**src/rtl/accumulator_bank.sv**
```systemverilog
// accumulator_bank: captures one DEPTH-entry product row (overwrite or accumulate per write),
// then drains it over a valid/ready port. Define ACCUMULATOR_BANK_SATURATE_EN for signed saturating accumulate.
module accumulator_bank #(
   parameter int DATA_W = 32,
   parameter int DEPTH  = 4
) (
   input  logic                       clk,
   input  logic                       reset,
   input  logic                       clear,
   input  logic                       in_valid,
   output logic                       in_ready,
   input  logic [DATA_W-1:0]          in_data,
   input  logic                       in_accum,
   output logic                       out_valid,
   input  logic                       out_ready,
   output logic [DATA_W-1:0]          out_data,
   output logic [$clog2(DEPTH)-1:0]   out_index,
   output logic                       full,
   output logic [$clog2(DEPTH+1)-1:0] count
);
   localparam int IDX_W = $clog2(DEPTH);
   localparam logic [IDX_W-1:0] LAST = IDX_W'(DEPTH - 1);

   typedef enum logic {FILL, DRAIN} state_t;
   state_t state, next_state;

   logic [DATA_W-1:0] mem [DEPTH];
   logic [IDX_W-1:0]  wr_idx, rd_idx;
   logic              wr_en, rd_en;

   assign wr_en = (state == FILL) && in_valid;
   assign rd_en = (state == DRAIN) && out_ready;

   function automatic logic [DATA_W-1:0] acc_add(input logic [DATA_W-1:0] a, input logic [DATA_W-1:0] b);
`ifdef ACCUMULATOR_BANK_SATURATE_EN
      logic [DATA_W-1:0] s;
      s = a + b;
      // Overflow only when both operands share a sign that the sum lost.
      if ((a[DATA_W-1] == b[DATA_W-1]) && (s[DATA_W-1] != a[DATA_W-1]))
         s = a[DATA_W-1] ? {1'b1, {(DATA_W-1){1'b0}}} : {1'b0, {(DATA_W-1){1'b1}}};
      return s;
`else
      return a + b;
`endif
   endfunction

   always_ff @(posedge clk) begin
      if (!reset || clear) state <= FILL;
      else                 state <= next_state;
   end

   always_comb begin
      next_state = state;
      case (state)
         FILL:  if (wr_en && wr_idx == LAST) next_state = DRAIN;
         DRAIN: if (rd_en && rd_idx == LAST) next_state = FILL;
         default: next_state = FILL;
      endcase
   end

   always_ff @(posedge clk) begin
      if (!reset || clear) begin
         for (int i = 0; i < DEPTH; i++) mem[i] <= '0;
         wr_idx <= '0;
         rd_idx <= '0;
         count  <= '0;
      end else begin
         if (wr_en) begin
            mem[wr_idx] <= in_accum ? acc_add(mem[wr_idx], in_data) : in_data;
            wr_idx      <= (wr_idx == LAST) ? '0 : wr_idx + 1'b1;
            count       <= count + 1'b1;
         end
         // Entries persist after the drain so the next pass can accumulate onto them.
         if (rd_en) begin
            if (rd_idx == LAST) begin
               rd_idx <= '0;
               wr_idx <= '0;
               count  <= '0;
            end else begin
               rd_idx <= rd_idx + 1'b1;
            end
         end
      end
   end

   assign in_ready  = (state == FILL);
   assign out_valid = (state == DRAIN);
   assign full      = (state == DRAIN);
   assign out_data  = mem[rd_idx];
   assign out_index = rd_idx;
endmodule

```
**config.mk**
```make
export PLATFORM = sky130hd
export DESIGN_NAME = accumulator_bank
export DESIGN_NICKNAME = d
export VERILOG_FILES = /design/src/rtl/accumulator_bank.sv
export SDC_FILE = /design/constraint.sdc
export NUM_CORES = 1
export LEC_CHECK = 0
export BUFFER_PORTS_ARGS = -buffer_cell sky130_fd_sc_hd__buf_2
export CELL_PAD_IN_SITES_DETAIL_PLACEMENT = 1
export CELL_PAD_IN_SITES_GLOBAL_PLACEMENT = 2
export CORE_UTILIZATION = 42
export CTS_CLUSTER_SIZE = 28
export DETAILED_ROUTE_END_ITERATION = 8
export PLACE_DENSITY = 0.92
export SLEW_MARGIN = 20
export SYNTH_ARGS = -nofsm -noshare
export SYNTH_HDL_FRONTEND = slang
export SYNTH_SLANG_ARGS = --single-unit
export TNS_END_PERCENT = 50
```
**constraint.sdc**
```tcl
create_clock -name clk -period 6.93 [get_ports clk]
set_clock_uncertainty 0.2 [all_clocks]
set_input_delay 1.386 -clock clk [delete_from_list [all_inputs] [get_ports clk]]
set_output_delay 1.386 -clock clk [all_outputs]
set_load 0.05 [all_outputs]
```
==> out/qor.csv, run 1 <==
metric;value;unit
Rows;52;
Crit. End Element;register;
Hold Path Origin;count[1]$_SDFF_PP0_;
worst hold path cell count;2;
R2R depth;11;
Seq pwr share;0.430;
H-tree depth;4;
number of DRC markers in iteration 0;478;
Final Hold Vio Count;0;
CTS tree;done;
Max-Slew Margin vs Limit;0.424;
Post-DRT Antenna Nets;0;
# IOs;78;
largest net degree at the start of global routing;53;
# port buffers;77;
fin crit share;0.692;
antenna violations before repair;1;
Syn Std Cell Area;8750;um2
Pwr Density;229;nW/um2
clk_lat worst skew;0.43;ns
post-synthesis register bit count;138;
GRT Overall Usage;0.249;
clock sink count;138;
vias per inst;5.95;
Worst-Margin Slew;0.862;ns
met1 Track Usage GR;0.322;
min Tclk post-route;4.80;ns
routability cong.;0.815;
R2R Path End;mem[2][31]$_SDFFCE_PN0P_;
crit path max fanout;22;
Net Sw Frac;0.296;
global-route wire length before repair;39900;um
Most used DFF post-synth;edfxtp_1;
busiest grt layer;met2;
hold buffer count at cts;0;
max-slew violations;0;
drt wl/cell;22.7;um
nets;892;
layout cell share with drive strength beyond 1;0.254;
Worst Path Arrival;4.76;ns
CTS Buf Count;17;
critical-path cell list;buf_4, mux4_2, ha_1, nand4_1, nor3_1, nand3_1, o211ai_1, o31a_1, mux2i_1, xnor2_1, nor2_1;
fin util;0.491;
number of library cell types mapped by synthesis;63;
total power;2.28;mW
Comb power frac;0.194;
Area growth syn-to-layout;13.9;%
NetSw;0.677;mW
Worst Setup Path Type;reg -> reg;
clock share of power;0.376;
remaining routing DRC violations;0;
initial core utilization;0.431;
gr ovfl total;0;
Max Fclk;208;MHz
Peak supply drop;184;uV
endpoints failing setup;0;
Die Y;146;um
Detailed Route WL;25100;um
CP max-delay cell;dfxtp_2;
met3 Resource Use GR;0.0475;
ys async rst share;0;
vias in the first global route;7083;
Static Leakage;3.97;nW
vias;6560;
hold endpoint;count[1]$_SDFF_PP0_;
CP max stage delay;0.82;ns
Syn. warnings;0;
Resize count post-CTS;0;
CP Launch Type;register;
flop2flop setup slack;2.13;ns
mean area per synthesized cell;11.6;um2
number of synthesized flops with an enable pin;128;
Post-CTS Setup Inserts;0;
R2R Path Start;wr_idx[0]$_SDFF_PP0_;
Req. time, crit path;6.90;ns
Die X;146;um
cell-internal power;1.61;mW
hpwl dp;17200;um
outcome;completed;
core area;20300;um2
Die ar.;21400;um2
most frequent cells in the layout;nor2_1 (137), edfxtp_1 (128), buf_2 (77), mux4_2 (64), nand2_1 (58);
max-cap viol count;0;
First-pass DRT Iterations;5;
Syn Inst Count;752;
clock root cell;clkbuf_16;
Seq/Total Area, Yosys;0.462;
Longest Clk Path Bufs;2;
Reg clk slew, reported paths;0.06;ns
setup TNS;0;ns
RSZ-0062 raised after global routing;false;
Post-Syn Nets;825;
Tightest Hold Check Type;reg -> reg;
grt met2 use;0.425;
commonest non-fill, non-tap cell in the layout;nor2_1;
==> how the worst max path moves through the flow <==
stage / to / cells past startpoint / slack (ns) / startpoint
after floorplan: mem[3][0]$_DFFE_PP_ / 2 / 2.44 / in_valid
after CTS: mem[2][31]$_SDFFCE_PN0P_ / 11 / 2.08 / wr_idx[0]$_SDFF_PP0_
after detailed placement: mem[2][31]$_SDFFCE_PN0P_ / 11 / 2.13 / wr_idx[0]$_SDFF_PP0_
after global routing: mem[2][30]$_SDFFCE_PN0P_ / 12 / 1.83 / wr_idx[0]$_SDFF_PP0_
final: mem[2][31]$_SDFFCE_PN0P_ / 11 / 2.13 / wr_idx[0]$_SDFF_PP0_
after global placement: mem[2][31]$_SDFFCE_PN0P_ / 11 / 2.24 / wr_idx[0]$_SDFF_PP0_
==> through the flow <==
step / setup WS [ns] / area (um2) / instances / hold slack [ns]
final: 2.13 / 9970 / 1103 / 0.286
after global placement: 2.24 / 9420 / 1070 / 0.267
after global routing: 1.83 / 9960 / 1102 / 0.316
after floorplan: 2.44 / 8750 / 752 / 0.412
after CTS: 2.08 / 9960 / 1102 / 0.288
after detailed placement: 2.13 / 9420 / 1070 / 0.279
==> cell families after synthesis <==
kind of cell    count (synthesis)  share of synthesized area
compound gates                125                     0.0985
xor+xnor                       26                     0.0260
fa+ha+maj                      35                     0.0509
buf+inv                        72                     0.0322
flops                         138                      0.462
mux                            85                      0.190
simple gates                  271                      0.141
==> critical path: cells and delay by family, from the launching register on <==
kind,cells,cell delay (ns)
mux,2,0.81
compound gates,2,0.48
flops,1,0.82
simple gates,4,0.95
buf+inv,1,0.54
fa+ha+maj,1,0.48
xor+xnor,1,0.22
==> cell usage after synthesis, types with 3 or more instances <==
master	number	area share
ha_1	34	0.049
nor3b_1	7	0.0060
o22ai_1	3	0.0021
and3_1	4	0.0029
a21oi_1	40	0.023
o21a_1	3	0.0026
mux2_2	7	0.0090
nand2b_1	8	0.0057
inv_1	29	0.012
o21bai_1	8	0.0069
nand2_1	58	0.025
buf_1	9	0.0039
clkbuf_1	27	0.012
a31oi_1	9	0.0064
or4_1	4	0.0034
a211oi_1	4	0.0034
o211ai_1	5	0.0043
edfxtp_1	128	0.44
xnor2_1	16	0.016
or3_1	6	0.0043
nor2b_1	8	0.0057
mux4_2	64	0.16
nand3_1	14	0.0080
mux2i_1	14	0.016
nor2_1	137	0.059
a211o_1	3	0.0030
buf_2	6	0.0034
nor3_1	7	0.0040
dfxtp_1	10	0.023
o21ai_0	19	0.011
a21o_1	9	0.0077
xor2_1	10	0.010
nand4_1	9	0.0064
==> flip-flops by register name, indices dropped and copies added, names as in the netlist, named ones only <==
name,count
wr_idx,2
out_index,2
full,1
mem,128
count,3
==> cell type report <==
| cell class | instances | area [um2] |
|---|---|---|
| clock buffer | 22 | 475 |
| tap | 270 | 338 |
| sequential | 138 | 4050 |
| inverter | 29 | 109 |
| clock inverter | 10 | 65.1 |
| multi-input combinational | 542 | 4440 |
| timing repair buffer | 91 | 490 |
| antenna | 1 | 2.50 |
| fill | 2198 | 10300 |
==> power by group through the flow <==
stage | clock network [mW] | registers, mW | logic (mW)
floorplan | 0 | 0.987 | 0.327
global placement | 0 | 0.993 | 0.432
detailed placement | 0 | 0.999 | 0.440
CTS | 0.862 | 0.982 | 0.443
global route | 0.895 | 0.987 | 0.479
finish | 0.858 | 0.982 | 0.443
==> layer usage <==
layer	part of all wire	wire, um
met1	0.44	10900
met2	0.50	12600
met3	0.044	1090
met4	0.016	400
met5	0	0
Note: power is estimated with default switching activity, not from simulation.
==> run 2, diff against run 1 <==
CORE_UTILIZATION = 37   (was 42)
PLACE_DENSITY = 0.87   (was 0.92)
clock period = 4 ns   (was 6.93 ns; I/O delays follow)
==> run 2 against run 1 <==
Global-route usage fell by 2.9 points; largest cell class unchanged; sequential power increased by 72%; highest routed layer unchanged; non-clock buffer count up 22; first-iteration DRC count rose by 1.7%; critical endpoint is now mem[2][30]$_SDFFCE_PN0P_.
==> out/qor.csv, run 2 (synthesized netlist as in run 1, its figures left out) <==
metric;value;unit;change
First-pass DRT Iterations;5;;unchanged
cell class contributing the biggest share of worst-path delay;compound AO/OA/AOI/OAI gates;;
max-slew violations;0;;unchanged
Layout fillers;2457;;+12%
number of diodes;0;;-1
final worst slack;0.164;ns;-1.97 ns
CP max stage delay;0.54;ns;-0.28 ns
largest net degree at the start of global routing;38;;-28%
Final Hold Vio Count;0;;unchanged
vias per inst;5.62;;-5.4%
critical path depth in cells;11;;unchanged
pre-CTS setup slack;0.0318;ns;-2.09 ns
clk_lat worst skew;0.43;ns;about the same
Reg clk slew, reported paths;0.06;ns;about the same
clock sink count;138;;unchanged
top flop regs;mem: 128 flops, count: 3 flops;;
Worst Setup Path Type;reg -> reg;;
R2R depth;11;;unchanged
antenna violations before repair;0;;-1
Peak supply drop;301;uV;+63%
CTS Buf Count;17;;unchanged
worst hold path cell count;2;;unchanged
core area;22900;um2;+13%
Buf/Inv on CP;1;;unchanged
endpoints failing setup;0;;unchanged
worst hold slack;0.275;ns;-0.0107 ns
Worst Path Arrival;3.80;ns;-0.96 ns
vias;6563;;+0.046%
Longest Clk Path Bufs;2;;unchanged
most frequent cells in the layout;nor2_1 (137), edfxtp_1 (128), buf_2 (77), mux4_2 (64), nand2_1 (58);;
number of DRC markers in iteration 0;486;;+1.7%
min Tclk post-route;3.84;ns;-0.962 ns
Detailed Route WL;25500;um;+1.6%
clock root cell;clkbuf_16;;
critical-path cell list;buf_12, mux4_2, ha_1, a21oi_1, o21ai_0, or3_1, nor3_2, o21ai_0, a21o_1, a31oi_2, nor2_1;;
remaining routing DRC violations;0;;unchanged
total power;4.13;mW;+81%
Tightest Hold Check Type;reg -> reg;;
Die X;156;um;+6.5%
vias in the first global route;7017;;-0.93%
max-cap viol count;0;;unchanged
drt wl/cell;21.8;um;-4.0%
commonest non-fill, non-tap cell in the layout;nor2_1;;
CP max-delay cell;mux4_2;;
Top reg by flops;mem;;
Rows;55;;+5.8%
Worst-Margin Slew;0.753;ns;-0.109 ns
global-route wire length before repair;39800;um;-0.16%
Pwr Density;399;nW/um2;+74%
gr ovfl total;0;;unchanged
Static Leakage;4.11;nW;+3.5%
CP Launch Type;register;;
Die Y;156;um;+6.5%
# IOs;78;;unchanged
nets;914;;+2.5%
initial core utilization;0.382;;-0.0492
Req. time, crit path;3.96;ns;-2.94 ns
GRT Overall Usage;0.220;;-0.0286
CTS tree;done;;
flop2flop setup slack;0.16;ns;-1.97 ns
Largest register FFs;128;;unchanged
Max Fclk;261;MHz;+25%
hpwl dp;17900;um;+4.0%
outcome;completed;;
Max-Slew Margin vs Limit;0.498;;+0.0740
most frequent CP cell;o21ai_0;;
Post-DRT Antenna Nets;0;;unchanged
Die ar.;24300;um2;+13%
layout cell share with drive strength beyond 1;0.286;;+0.0321
Crit. End Element;register;;
crit path max fanout;20;;-9.1%
Area growth syn-to-layout;18.2;%;
H-tree depth;4;;unchanged
routability cong.;0.837;;+2.7%
fin crit share;0.959;;+0.267
# port buffers;77;;unchanged
hold buffer count at cts;0;;unchanged
## run 2: cell types whose count changed in the layout (fill, tap and decap cells not counted), moves of 3 or more
cell,change
buf_4,+17
buf_12,+5
clkinvlp_4,+4
clkbuf_1,-3
inv_4,-3
inv_6,+3
nor3_1,-3
nor3_2,+3
## run 2: area by class of cell
class,count,area [um2],area share
tap,313,392,0.0378
clock inverter,13,140,0.0135
inverter,29,109,0.0105
multi-input combinational,542,4480,0.433
sequential,138,4050,0.391
clock buffer,19,464,0.0449
timing repair buffer,113,718,0.0694
## run 2: worst paths after layout
kind / startpoint / endpoint
setup / recovery: wr_idx[0]$_SDFF_PP0_ / mem[2][30]$_SDFFCE_PN0P_
hold / removal: count[1]$_SDFF_PP0_ / count[1]$_SDFF_PP0_
setup reg to reg: wr_idx[0]$_SDFF_PP0_ / mem[2][30]$_SDFFCE_PN0P_
hold reg to reg: count[1]$_SDFF_PP0_ / count[1]$_SDFF_PP0_
## run 2: stage by stage
stage	setup TNS (ns)	area (um2)	instances	util
3_5_place_dp	0	9690	1134	0.423
4_1_cts	0	10300	1166	0.449
2_1_floorplan	-0.186	8750	752	-
5_1_grt	-0.0554	10300	1167	0.452
3_3_place_gp	0	9690	1134	0.423
6_report	0	10300	1167	0.452
## run 2: where the power goes
group	internal [mW]	leakage [nW]	switching, mW
logic	0.306	2.31	0.507
clock network	0.974	0.287	0.654
registers	1.65	1.51	0.0372
total	2.93	4.11	1.20
## run 2: routing by layer
metal / routed length, um / global-route usage / up-vias / part of all wire
li1: - / - / 3016 / -
met4: 446 / 0.0672 / 0 / 0.018
met5: 0 / 0 / - / 0
met2: 12900 / 0.380 / 152 / 0.51
met3: 879 / 0.0303 / 30 / 0.035
met1: 11200 / 0.286 / 3365 / 0.44
## run 2: worst register-to-register path, cell delays in order, from the launching register on
cell and delay [ns]:
dfxtp_2 0.40, buf_12 0.23, mux4_2 0.55, ha_1 0.38, a21oi_1 0.24, o21ai_0 0.17, or3_1 0.38, nor3_2 0.21
o21ai_0 0.21, a21o_1 0.23, a31oi_2 0.28, nor2_1 0.08
## run 2: timing repair
item / in CTS / in global routing
setup endpoints to repair: 0 / 31
resized for setup: 0 / 8
setup buffers: 0 / 1
